<file path="src/rtl/rcn_master.sv">
// rcn_master: ring-bus initiator.
// Issues client read/write requests into free ring slots, tracks up to four
// outstanding tags, and strips its own responses and bounced requests off the
// ring, reporting them back to the client as one-cycle response strobes.
//
// Ports:
//   clk, rst            clock, synchronous active-high reset
//   rcn_in / rcn_out    69-bit ring input / registered ring output
//   req_valid/req_ready client request handshake (req_ready is combinational)
//   req_wr, req_mask, req_addr, req_wdata   request payload
//   req_seq             tag given to the request accepted this cycle
//   rsp_valid, rsp_err, rsp_seq, rsp_wr, rsp_addr, rsp_data   response strobe
//   busy                at least one transaction outstanding

module rcn_master #(
    parameter logic [5:0] MASTER_ID = 6'd1
) (
    input  logic        clk,
    input  logic        rst,
    input  logic [68:0] rcn_in,
    output logic [68:0] rcn_out,
    input  logic        req_valid,
    output logic        req_ready,
    input  logic        req_wr,
    input  logic [3:0]  req_mask,
    input  logic [23:0] req_addr,
    input  logic [31:0] req_wdata,
    output logic [1:0]  req_seq,
    output logic        rsp_valid,
    output logic        rsp_err,
    output logic [1:0]  rsp_seq,
    output logic        rsp_wr,
    output logic [23:0] rsp_addr,
    output logic [31:0] rsp_data,
    output logic        busy
);

    localparam int unsigned PKT_W  = 69;
    localparam int unsigned TAGS   = 4;
    localparam int unsigned SEQ_W  = 2;
    localparam int unsigned ADDR_W = 24;
    localparam int unsigned DATA_W = 32;

    // Ring pipeline and tracking state
    logic [PKT_W-1:0]  rin_q;
    logic [PKT_W-1:0]  rout_q, rout_d;
    logic [TAGS-1:0]   pend_q, pend_d;
    logic [SEQ_W-1:0]  next_seq_q, next_seq_d;

    // Registered response outputs
    logic              rsp_valid_q, rsp_valid_d;
    logic              rsp_err_q, rsp_err_d;
    logic [SEQ_W-1:0]  rsp_seq_q, rsp_seq_d;
    logic              rsp_wr_q, rsp_wr_d;
    logic [ADDR_W-1:0] rsp_addr_q, rsp_addr_d;
    logic [DATA_W-1:0] rsp_data_q, rsp_data_d;

    // Field decode of the captured ring word
    logic              rin_vld;
    logic              rin_req;
    logic              rin_wr;
    logic [5:0]        rin_id;
    logic [21:0]       rin_waddr;
    logic [SEQ_W-1:0]  rin_seq;
    logic [DATA_W-1:0] rin_data;
    logic              own_rsp;
    logic              own_bounce;
    logic              own_pkt;
    logic              slot_free;
    logic              retire;
    logic              issue;

    // Byte-offset address bits are not carried on the ring.
    logic              unused_addr_lo;

    assign unused_addr_lo = ^req_addr[1:0];

    assign rin_vld   = rin_q[68];
    assign rin_req   = rin_q[67];
    assign rin_wr    = rin_q[66];
    assign rin_id    = rin_q[65:60];
    assign rin_waddr = rin_q[55:34];
    assign rin_seq   = rin_q[33:32];
    assign rin_data  = rin_q[31:0];

    assign own_rsp    = rin_vld & ~rin_req & (rin_id == MASTER_ID);
    assign own_bounce = rin_vld &  rin_req & (rin_id == MASTER_ID);
    assign own_pkt    = own_rsp | own_bounce;
    assign slot_free  = ~rin_vld | own_pkt;

    // Stray packets (tag not pending, e.g. from before a reset) are removed
    // but never reported.
    assign retire = own_pkt & pend_q[rin_seq];

    // Ready waits for the next tag to be free, so a same-cycle retire and
    // issue always touch different pend bits.
    assign req_ready = slot_free & ~pend_q[next_seq_q] & ~rst;
    assign issue     = req_valid & req_ready;
    assign req_seq   = next_seq_q;
    assign busy      = |pend_q;

    assign rcn_out   = rout_q;
    assign rsp_valid = rsp_valid_q;
    assign rsp_err   = rsp_err_q;
    assign rsp_seq   = rsp_seq_q;
    assign rsp_wr    = rsp_wr_q;
    assign rsp_addr  = rsp_addr_q;
    assign rsp_data  = rsp_data_q;

    // Next-state: slot insertion/removal, tag tracking, response capture
    always_comb begin
        rout_d      = rin_q;
        pend_d      = pend_q;
        next_seq_d  = next_seq_q;
        rsp_valid_d = 1'b0;
        rsp_err_d   = rsp_err_q;
        rsp_seq_d   = rsp_seq_q;
        rsp_wr_d    = rsp_wr_q;
        rsp_addr_d  = rsp_addr_q;
        rsp_data_d  = rsp_data_q;

        if (retire) begin
            pend_d[rin_seq] = 1'b0;
            rsp_valid_d     = 1'b1;
            rsp_err_d       = own_bounce;
            rsp_seq_d       = rin_seq;
            rsp_wr_d        = rin_wr;
            rsp_addr_d      = {rin_waddr, 2'b00};
            rsp_data_d      = own_bounce ? DATA_W'(0) : rin_data;
        end

        if (issue) begin
            rout_d             = {1'b1, 1'b1, req_wr, MASTER_ID, req_mask,
                                  req_addr[23:2], next_seq_q, req_wdata};
            pend_d[next_seq_q] = 1'b1;
            next_seq_d         = next_seq_q + SEQ_W'(1);
        end else if (own_pkt) begin
            rout_d = PKT_W'(0);
        end
    end

    // State registers
    always_ff @(posedge clk) begin
        if (rst) begin
            rin_q       <= PKT_W'(0);
            rout_q      <= PKT_W'(0);
            pend_q      <= TAGS'(0);
            next_seq_q  <= SEQ_W'(0);
            rsp_valid_q <= 1'b0;
            rsp_err_q   <= 1'b0;
            rsp_seq_q   <= SEQ_W'(0);
            rsp_wr_q    <= 1'b0;
            rsp_addr_q  <= ADDR_W'(0);
            rsp_data_q  <= DATA_W'(0);
        end else begin
            rin_q       <= rcn_in;
            rout_q      <= rout_d;
            pend_q      <= pend_d;
            next_seq_q  <= next_seq_d;
            rsp_valid_q <= rsp_valid_d;
            rsp_err_q   <= rsp_err_d;
            rsp_seq_q   <= rsp_seq_d;
            rsp_wr_q    <= rsp_wr_d;
            rsp_addr_q  <= rsp_addr_d;
            rsp_data_q  <= rsp_data_d;
        end
    end

endmodule

</file>
<file path="config.mk">
export PLATFORM = sky130hd
export DESIGN_NAME = rcn_master
export DESIGN_NICKNAME = d
export VERILOG_FILES = /design/src/rtl/rcn_master.sv
export SDC_FILE = /design/constraint.sdc
export NUM_CORES = 1
export LEC_CHECK = 0
export CAP_MARGIN = 20
export CORE_MARGIN = 3
export CORE_UTILIZATION = 39
export CTS_BUF_LIST = sky130_fd_sc_hd__clkbuf_8 sky130_fd_sc_hd__clkbuf_16
export CTS_CLUSTER_SIZE = 8
export DETAILED_ROUTE_END_ITERATION = 6
export GPL_TIMING_DRIVEN = 0
export PLACE_DENSITY = 0.76
export SLEW_MARGIN = 20
export SYNTH_ARGS = -nofsm -noshare
export SYNTH_HDL_FRONTEND = slang
export SYNTH_SLANG_ARGS = --single-unit
</file>
<file path="constraint.sdc">
create_clock -name clk -period 2.2 [get_ports clk]
set_clock_uncertainty 0.2 [all_clocks]
set_input_delay 0.66 -clock clk [delete_from_list [all_inputs] [get_ports clk]]
set_output_delay 0.66 -clock clk [all_outputs]
set_load 0.03 [all_outputs]
</file>
==> reports/qor.csv, run 1 <==
stage,metric,value,unit
outcome,status,finished with violations,
outcome,violations,setup timing,
setup_path,required,1.34,ns
global_routing,grt_pass1_wl,31.40,mm
synth,netlist_area,6676,µm²
clocking,clk_pin_slew,0.06,ns
routing,viasPerCell,5.018,
sta,fin_crit,2.562,ns
setup_path,path_cells,mux2_4 -> nor2_1 -> a21oi_1 -> nor3_4 -> buf_6,
place,dp_hpwl,15.09,mm
floorplanning,die-area,18730,µm²
sta,rsz0062_at_grt,true,
worst_hold_path,hold_depth,1,
routing,vias,5736,
clocking,cts_tree,built,
synth,synth.distinct_cells,44,
setup_path,startpoint_type,register,
floorplanning,rows,47,
power_and_ir_drop,ir_drop,0.0006688,V
routing,drtIter0Drc,198,
cells_and_area,mostFrequentLayoutCell,dfxtp_1,
setup_path,critPathKind,reg -> out,
global_routing,met3_usage,0.05662,
clocking,cts.root.buffer_cell,clkbuf_16,
floorplanning,start_util,0.4012,
setup_path,path_delay_family,flip-flops,
worst_hold_path,min-delay-start,rin_q[57]$_SDFF_PP0_,
sta,fmaxAchievable,390.3,MHz
cells_and_area,finalNonFillerCells,1143,
cells_and_area,finalNetCount,1059,
setup_path,cp.depth,5,
place,dp_cells,1096,
synth,syn_area_per_cell,10.89,µm²
routing,routed_wl,21.23,mm
floorplanning,die_x,136.8,µm
synth,async_flop_share,0,
routing,drc,0,
cells_and_area,design_area,10510,µm²
clocking,clock_latency,0.52,ns
place,pre_cts_ws,-1.368,ns
setup_path,critPathCaptureType,output port,
sta,hold_viol_final,0,
worst_hold_path,holdCritPathClass,reg -> reg,
floorplanning,pin_count,267,
cells_and_area,final_cell_mix,"dfxtp_1 (195), clkdlybuf4s50_1 (129), dlygate4sd2_1 (128)",
clocking,cts-htree-levels,1,
synth,synth_edf_count,0,
cells_and_area,drive_above_1_share,0.1343,
cells_and_area,area_growth,57.42,%
global_routing,met2_usage,0.3757,
clocking,cts_buffer_depth,3,
place,dpl-instance-area,9617,µm²
floorplanning,core,16640,µm²
clocking,cts_hold_buf,0,
sta,fin_ws,-0.3620,ns
global_routing,grt_pass1_vias,5642,
setup_path,startpoint,req_seq[0]$_SDFFE_PP0P_,
setup_path,worstReg2RegStart,rin_q[63]$_SDFF_PP0_,
job,maxCapViolCount,0,
setup_path,critPathArrivalTime,1.70,ns
global_routing,grt_use_met1,0.2650,
power_and_ir_drop,p_per_area,886.6,nW/µm²
power_and_ir_drop,p_leak,4.613,nW
routing,ant_nets,0,
synth,ys_ff_latch,203,
global_routing,busiest_layer,met2,
global_routing,grt_max_degree,15,
synth,synth_top_flop_cell,dfxtp_1,
worst_hold_path,hold_end,rcn_out[57]$_SDFF_PP0_,
global_routing,antenna_found_initial,0,
setup_path,slowest_stage,dfxtp_4,
sta,slew_violations,0,
routing,post_drt_wl_per_cell,18.57,µm
synth,yosysWarnings,0,
synth,syn_inst,613,
sta,setup_viol,2,
clocking,cts.sinks,203,
sta,tightest_slew,0.6631,ns
cells_and_area,diodes,0,
setup_path,worst-path-max-fanout,5,
sta,slew_headroom,0.5580,
sta,finalCritPeriodShare,1.165,
global_routing,grt-ovfl-total,0,
routing,first_pass_iters,4,
setup_path,ff2ff_path_depth,9,
place,io_buffers,262,
place,place.gp.congestion,0.8199,
clocking,cts_buffers,29,
setup_path,slowest_delay,0.38,ns
floorplanning,die_y,136.8,µm
setup_path,path_buf_inv,1,
synth,ys_seq_area_frac,0.6087,
setup_path,ff2ff_setup_slack,0.06,ns
setup_path,rr_endpoint,rcn_out[32]$_SDFF_PP0_,
global_routing,grtUsageTotal,0.2168,
==> layer usage <==
metal | wire (µm) | up-vias
met1 | 8709 | 2738
met4 | 536 | 0
met3 | 1516 | 40
met2 | 10460 | 206
met5 | 0 | -
li1 | - | 2752
==> synthesized netlist by cell type, types with 2 or more instances <==
master / count / share of area
and3_1: 2 / 0.0019
a32o_1: 4 / 0.0060
nand3b_1: 2 / 0.0022
buf_1: 3 / 0.0017
buf_6: 7 / 0.012
nand3_1: 24 / 0.018
ha_1: 4 / 0.0075
clkbuf_1: 21 / 0.012
mux2i_1: 2 / 0.0030
dfxtp_1: 203 / 0.61
buf_4: 7 / 0.0079
nand4_1: 23 / 0.022
o21ai_0: 22 / 0.016
a2111oi_0: 9 / 0.012
clkbuf_2: 2 / 0.0015
a31o_2: 9 / 0.012
a21oi_1: 29 / 0.022
inv_1: 11 / 0.0062
nand2_1: 56 / 0.031
and2_1: 7 / 0.0066
nor2_1: 2 / 0.0011
nor2b_1: 70 / 0.066
a22o_1: 62 / 0.081
buf_2: 12 / 0.0090
==> stage by stage <==
step | hold WS, ns | total power [W] | TNS [ns] | utilization
global route | 0.2735 | 0.009650 | -0.7037 | 0.6315
detailed placement | 0.2287 | 0.005557 | -87.39 | 0.5779
finish | 0.2399 | 0.009319 | -0.5690 | 0.6315
global placement | 0.2264 | 0.005545 | -83.61 | 0.5779
floorplan | 0.2195 | 0.004836 | 0 | -
CTS | 0.2397 | 0.009266 | -0.5992 | 0.6189
==> repair_timing <==
| action | 4_1_cts | 5_1_grt |
|---|---|---|
| pin swaps | 4 | 3 |
| cloned | 0 | 3 |
| setup buffers | 5 | 8 |
| setup endpoints to repair | 190 | 96 |
| resized for setup | 176 | 54 |
==> flip-flops by register name, indices dropped and copies added (netlist names), 2 cells and up <==
| signal | flops |
|---|---|
| pend_q | 4 |
| rcn_out | 69 |
| rsp_addr | 22 |
| req_seq | 2 |
| rsp_seq | 2 |
| rin_q | 69 |
| rsp_data | 32 |
==> how the worst max path moves through the flow <==
stage,end,slack [ns]
CTS,req_ready,-0.38
floorplan,req_ready,0.02
global placement,req_ready,-1.36
finish,req_ready,-0.36
global route,req_ready,-0.43
detailed placement,req_ready,-1.37
==> area by class of cell <==
cell class	count	area, µm²
Multi-Input combinational cell	347	2346
Clock buffer	29	725.7
Clock inverter	3	20.02
Fill cell	1388	6132
Timing Repair Buffer	277	2604
Sequential cell	203	4076
Buffer	52	417.9
Tap cell	220	275.3
Inverter	12	45.04
==> cell families (layout without fill, tap and decap cells) <==
group                      count (synthesis)  count (layout)  synth area share
muxes                                      4               4          0.008058
buffers and inverters                     64             373           0.05041
and+or+nand+nor                          196             196            0.1666
adders and majority gates                  4               4          0.007497
DFF                                      203             203            0.6087
AOI/OAI and AO/OA                        141             141            0.1582
other                                      1               2         0.0005617
==> power by group <==
part,internal [W],switching (W)
Combinational,0.000702,0.000835
Clock,0.00230,0.00148
Sequential,0.00391,0.0000956
No activity file was read; power rests on OpenSTA's default activity.
==> run 2: changes to the inputs <==
Settings changed: GPL_ROUTABILITY_DRIVEN from default to 0, SETUP_SLACK_MARGIN from default to 0.02.
==> run 2 against run 1 <==
Setup slack gained 0.042 ns. Sequential share of layout area shrank 0.50 points. Largest power group unchanged. Final cell count grew 0.87%. Combinational power shrank 3%. Utilization grew 0.87 points. Clock power grew 2%. Flip-flop and latch count is the same. The run still ends with setup timing left.
==> reports/qor.csv, run 2 (same netlist as run 1, synthesis figures left out) <==
stage,metric,value,unit,change
place,dp_hpwl,14.93,mm,-1.1%
outcome,violations,setup timing,,
clocking,cts_tree,built,,
clocking,cts-htree-levels,1,,unchanged
routing,drtIter0Drc,302,,+53%
outcome,status,finished with violations,,
cells_and_area,final_cell_mix,"dfxtp_1 (193), clkdlybuf4s50_1 (129), dlygate4sd2_1 (128)",,
worst_hold_path,hold_end,rcn_out[57]$_SDFF_PP0_,,
worst_hold_path,hold_depth,1,,unchanged
sta,setup_viol,63,,+61
floorplanning,core,16640,µm²,unchanged
sta,fmaxAchievable,396.8,MHz,+1.6%
sta,rsz0062_at_grt,true,,
floorplanning,rows,47,,unchanged
routing,vias,5822,,+1.5%
setup_path,critPathKind,reg -> out,,
setup_path,startpoint_type,register,,
clocking,cts_buffers,29,,unchanged
power_and_ir_drop,ir_drop,0.0006415,V,-4.1%
power_and_ir_drop,p_per_area,876.6,nW/µm²,-1.1%
clocking,cts_hold_buf,0,,unchanged
sta,finalCritPeriodShare,1.146,,-0.01888
cells_and_area,finalNetCount,1068,,+0.85%
routing,first_pass_iters,4,,unchanged
sta,hold_viol_final,0,,unchanged
setup_path,ff2ff_path_depth,7,,-2
routing,viasPerCell,5.049,,+0.62%
power_and_ir_drop,power_frac_comb,0.159,,-0.006
routing,post_drt_wl_per_cell,18.39,µm,-0.99%
sta,tightest_slew,0.6345,ns,-0.02857 ns
routing,drc,0,,unchanged
cells_and_area,utilization,0.6403,,+0.008722
cells_and_area,drive_above_1_share,0.1481,,+0.01372
sta,fin_crit,2.520,ns,-0.04154 ns
floorplanning,start_util,0.4012,,unchanged
power_and_ir_drop,seq_power_share,0.429,,about the same
place,dp_cells,1096,,unchanged
power_and_ir_drop,p_leak,4.686,nW,+1.6%
sta,slew_violations,0,,unchanged
setup_path,worst-path-max-fanout,4,,-1
cells_and_area,mostFrequentLayoutCell,dfxtp_1,,
global_routing,grt_pass1_wl,31.42,mm,about the same
power_and_ir_drop,p_clk_frac,0.412,,+0.007
power_and_ir_drop,power_switching_share,0.2531,,-0.005410
sta,fin_ws,-0.3204,ns,+0.04154 ns
setup_path,required,1.34,ns,about the same
clocking,cts.sinks,203,,unchanged
cells_and_area,area_growth,59.59,%,
sta,hold_ws,0.2376,ns,-0.002248 ns
floorplanning,pin_count,267,,unchanged
floorplanning,die_y,136.8,µm,unchanged
power_and_ir_drop,switchingPower,0.002364,W,-1.9%
clocking,clk_pin_slew,0.06,ns,about the same
sta,slew_headroom,0.5770,,+0.01904
place,io_buffers,262,,unchanged
global_routing,grt_pass1_vias,5723,,+1.4%
global_routing,grt-ovfl-total,0,,unchanged
clocking,cts.root.buffer_cell,clkbuf_16,,
sta,tns,-6.064,ns,-5.495 ns
setup_path,critPathArrivalTime,1.66,ns,-0.04 ns
clocking,cts_buffer_depth,3,,unchanged
global_routing,grt_max_degree,14,,-1
job,maxCapViolCount,0,,unchanged
setup_path,rr_endpoint,rcn_out[24]$_SDFF_PP0_,,
setup_path,startpoint,req_seq[0]$_SDFFE_PP0P_,,
setup_path,ff2ff_setup_slack,-0.24,ns,-0.30 ns
cells_and_area,finalNonFillerCells,1153,,+0.87%
floorplanning,die-area,18730,µm²,unchanged
global_routing,grtUsageTotal,0.2157,,-0.001130
clocking,clock_latency,0.52,ns,about the same
routing,routed_wl,21.20,mm,-0.12%
floorplanning,die_x,136.8,µm,unchanged
place,pre_cts_ws,-1.375,ns,-0.006380 ns
setup_path,critPathCaptureType,output port,,
routing,ant_nets,0,,unchanged
power_and_ir_drop,p_int,0.006977,W,+0.97%
worst_hold_path,holdCritPathClass,reg -> reg,,
setup_path,worstReg2RegStart,req_seq[0]$_SDFFE_PP0P_,,
global_routing,antenna_found_initial,1,,+1
worst_hold_path,min-delay-start,rin_q[57]$_SDFF_PP0_,,
[run 2: cell types whose count changed in the layout (fill, tap and decap cells not counted), sizes merged]
cell      delta
diode        +1
clkbuf       +4
clkinvlp     -1
bufbuf       +1
buf          +4
bufinv       +1
[run 2: worst max-delay path: stages (launching register included)]
cell	delay (ns)
dfxtp_4	0.37
mux2_4	0.32
nor2_4	0.09
a21oi_2	0.05
nor3_4	0.17
buf_6	0.15
[run 2: area by class of cell]
type / count / area [µm²]
well taps: 220 / 275.3
clock inverters: 3 / 37.54
clock buffers: 29 / 725.7
fillers: 1357 / 5987
plain buffers: 48 / 357.8
multi-input cells: 347 / 2374
inverters: 12 / 45.04
flip-flops and latches: 203 / 4079
repair buffers: 290 / 2759
diodes: 1 / 2.502
[run 2: timing repair]
action | CTS | global route
cloned | 2 | 2
buffers inserted | 20 | 5
pin swaps | 6 | 4
gates resized for setup | 196 | 18
setup endpoints to repair | 243 | 110
[run 2: worst max path at each step]
stage	cells past startpoint	to	slack (ns)
2_1_floorplan	4	req_ready	0.02
3_3_place_gp	6	req_ready	-1.36
3_5_place_dp	6	req_ready	-1.37
4_1_cts	5	req_ready	-0.37
5_1_grt	5	req_ready	-0.41
6_report	5	req_ready	-0.32
[run 2: through the flow]
step           cell area [µm²]  power (W)
4_1_cts                  10550   0.009390
2_1_floorplan             6730   0.004838
3_3_place_gp              9628   0.005541
6_report                 10660   0.009341
5_1_grt                  10660   0.009666
3_5_place_dp              9628   0.005557
[run 2: metal layers]
layer,GRT usage,vias up,routed length (µm)
met4,0.06319,0,531
met1,0.2687,2788,8723
met2,0.3675,218,10240
li1,-,2778,-
met3,0.05735,38,1707
met5,0,-,0
[run 2: power groups by stage]
stage / Clock (W) / Combinational [W] / Sequential [W]
final: 0.00385 / 0.00149 / 0.00401
after detailed placement: 0 / 0.00148 / 0.00408
after global routing: 0.00406 / 0.00158 / 0.00403
after global placement: 0 / 0.00147 / 0.00407
after floorplan: 0 / 0.000482 / 0.00436
after CTS: 0.00391 / 0.00147 / 0.00400
==> run 3: changes to the inputs <==
Settings changed: CORE_UTILIZATION 39 to 46, DONT_BUFFER_PORTS from default to 1, PLACE_DENSITY 0.76 to default.
==> run 3 against run 2 <==
The flow still finishes with violations (setup timing). Total power fell by 6.3%. First-iteration DRC count shrank 34%. Critical path depth fell by 1. Maximum frequency down 6.4%. Via count fell by 19%. Final area down 27%. Sequential power rose by 8.2%. Setup slack lost 0.17 ns. Critical path type unchanged. Largest power group unchanged. Highest routed layer unchanged.
==> reports/qor.csv, run 3 (same netlist as run 1, synthesis figures left out) <==
stage,metric,value,unit,change
clocking,cts_buffers,29,,unchanged
cells_and_area,fillers,1233,,-9.1%
sta,setup_viol,77,,+22%
clocking,clk_pin_slew,0.05,ns,about the same
place,dp_cells,794,,-28%
floorplanning,start_util,0.4755,,+0.07428
clocking,cts_buffer_depth,3,,unchanged
job,maxCapViolCount,0,,unchanged
global_routing,grt_max_degree,15,,+1
floorplanning,die-area,16000,µm²,-15%
floorplanning,die_y,126.5,µm,-7.6%
clocking,cts.sinks,203,,unchanged
outcome,violations,setup timing,,
setup_path,required,1.34,ns,about the same
global_routing,antenna_found_initial,0,,-1
power_and_ir_drop,p_leak,2.990,nW,-36%
cells_and_area,mostFrequentLayoutCell,dfxtp_1,,
cells_and_area,diodes,0,,-1
routing,routed_wl,18.48,mm,-13%
worst_hold_path,hold_depth,1,,unchanged
cells_and_area,finalNetCount,786,,-26%
cells_and_area,design_area,7777,µm²,-27%
global_routing,grt_pass1_vias,4862,,-15%
sta,rsz0062_at_grt,true,,
setup_path,path_delay_family,flip-flops,,
floorplanning,pin_count,267,,unchanged
sta,slew_headroom,0.5236,,-0.05339
cells_and_area,drive_above_1_share,0.1554,,+0.007316
worst_hold_path,min-delay-start,rcn_in[37],,
routing,first_pass_iters,4,,unchanged
sta,fmaxAchievable,371.4,MHz,-6.4%
global_routing,grt-ovfl-total,0,,unchanged
place,dpl-instance-area,6955,µm²,-28%
worst_hold_path,hold_end,rin_q[37]$_SDFF_PP0_,,
routing,post_drt_wl_per_cell,22.26,µm,+21%
sta,slew_violations,0,,unchanged
clocking,cts-htree-levels,1,,unchanged
sta,hold_viol_final,0,,unchanged
routing,viasPerCell,5.716,,+13%
cells_and_area,final_cell_mix,"dfxtp_1 (198), nor2b_1 (69), a22o_1 (62)",,
setup_path,rr_endpoint,rcn_out[46]$_SDFF_PP0_,,
setup_path,ff2ff_path_depth,7,,unchanged
global_routing,grt_pass1_wl,27.50,mm,-12%
routing,vias,4744,,-19%
setup_path,path_buf_inv,0,,-1
setup_path,startpoint_type,register,,
clocking,cts.root.buffer_cell,clkbuf_16,,
clocking,cts_tree,built,,
setup_path,critPathArrivalTime,1.83,ns,+0.17 ns
floorplanning,rows,43,,-8.5%
setup_path,path_cells,mux2_4 -> nor2_4 -> a21oi_2 -> nor3_4,,
cells_and_area,area_growth,16.49,%,
sta,finalCritPeriodShare,1.224,,+0.07811
cells_and_area,finalNonFillerCells,830,,-28%
routing,drc,0,,unchanged
setup_path,critPathCaptureType,output port,,
setup_path,critPathKind,reg -> out,,
setup_path,worstReg2RegStart,req_seq[0]$_SDFFE_PP0P_,,
power_and_ir_drop,ir_drop,0.0005542,V,-14%
setup_path,worst-path-max-fanout,7,,+3
power_and_ir_drop,p_per_area,1126,nW/µm²,+28%
routing,ant_nets,0,,unchanged
setup_path,slowest_stage,dfxtp_4,,
floorplanning,die_x,126.5,µm,-7.6%
setup_path,slowest_delay,0.46,ns,+0.09 ns
global_routing,grtUsageTotal,0.2184,,+0.002702
place,dp_hpwl,13.46,mm,-9.8%
sta,tightest_slew,0.6966,ns,+0.06207 ns
place,io_buffers,0,,-100%
sta,fin_crit,2.692,ns,+0.1718 ns
routing,drtIter0Drc,199,,-34%
setup_path,ff2ff_setup_slack,-0.45,ns,-0.21 ns
worst_hold_path,holdCritPathClass,in -> reg,,
outcome,status,finished with violations,,
clocking,clock_latency,0.52,ns,about the same
sta,fin_ws,-0.4922,ns,-0.1718 ns
floorplanning,core,14040,µm²,-16%
==> run 3: repair_timing <==
item	in CTS	in global routing
gates resized for setup	12	10
hold buffers	0	0
endpoints found under the setup margin	117	114
pin swaps	4	2
buffers inserted	3	1
hold endpoints to repair	0	0
==> run 3: worst register-to-register path: stages, from the launching register on <==
cell and delay, ns:
dfxtp_4 0.46, mux2_4 0.34, buf_4 0.14, buf_4 0.12, o2bb2ai_2 0.38, o22ai_2 0.31
clkbuf_2 0.34, a22o_1 0.25
==> run 3: worst max-delay path by stage <==
stage                            start  cells after the start                      to
6_report       req_seq[0]$_SDFFE_PP0P_                      4               req_ready
4_1_cts        req_seq[0]$_SDFFE_PP0P_                      4               req_ready
2_1_floorplan                      rst                      4               req_ready
3_5_place_dp   req_seq[1]$_SDFFE_PP0P_                      5  rcn_out[44]$_SDFF_PP0_
5_1_grt        req_seq[0]$_SDFFE_PP0P_                      4               req_ready
3_3_place_gp   req_seq[1]$_SDFFE_PP0P_                      5  rcn_out[44]$_SDFF_PP0_
==> run 3: area by class of cell <==
| type | count | area [µm²] | share of cell area |
|---|---|---|---|
| Inverter | 12 | 45.04 | 0.005792 |
| Tap cell | 180 | 225.2 | 0.02896 |
| Buffer | 52 | 339.1 | 0.04360 |
| Timing Repair Buffer | 4 | 33.78 | 0.004344 |
| Clock inverter | 3 | 20.02 | 0.002574 |
| Clock buffer | 29 | 725.7 | 0.09331 |
| Multi-Input combinational cell | 347 | 2316 | 0.2978 |
| Sequential cell | 203 | 4073 | 0.5236 |
==> run 3: where the power goes <==
| group | leakage, nW | total (W) | switching, W | internal (W) |
|---|---|---|---|---|
| clock network | 0.367 | 0.00373 | 0.00143 | 0.00229 |
| logic | 0.953 | 0.000691 | 0.000413 | 0.000278 |
| registers | 1.67 | 0.00434 | 0.000423 | 0.00391 |
==> run 3: per-layer routing <==
metal	track usage	share of wire	wire length (µm)
met5	0	0	0
met4	0.06120	0.017	312
met3	0.07705	0.10	1920
met2	0.3776	0.50	9178
met1	0.2569	0.38	7063
==> run 3: metrics by stage <==
step           utilization  setup TNS [ns]  hold slack (ns)  setup slack (ns)  total power, W
2_1_floorplan            -               0           0.2195           0.02136        0.004838
3_3_place_gp        0.4953          -7.717           0.2226           -0.2868        0.005044
3_5_place_dp        0.4953          -10.71           0.2314           -0.3822        0.005063
4_1_cts             0.5518          -13.13          0.05058           -0.5353        0.008806
5_1_grt             0.5539          -32.48          0.05808           -0.5826        0.009055
6_report            0.5539          -24.89          0.06960           -0.4922        0.008756
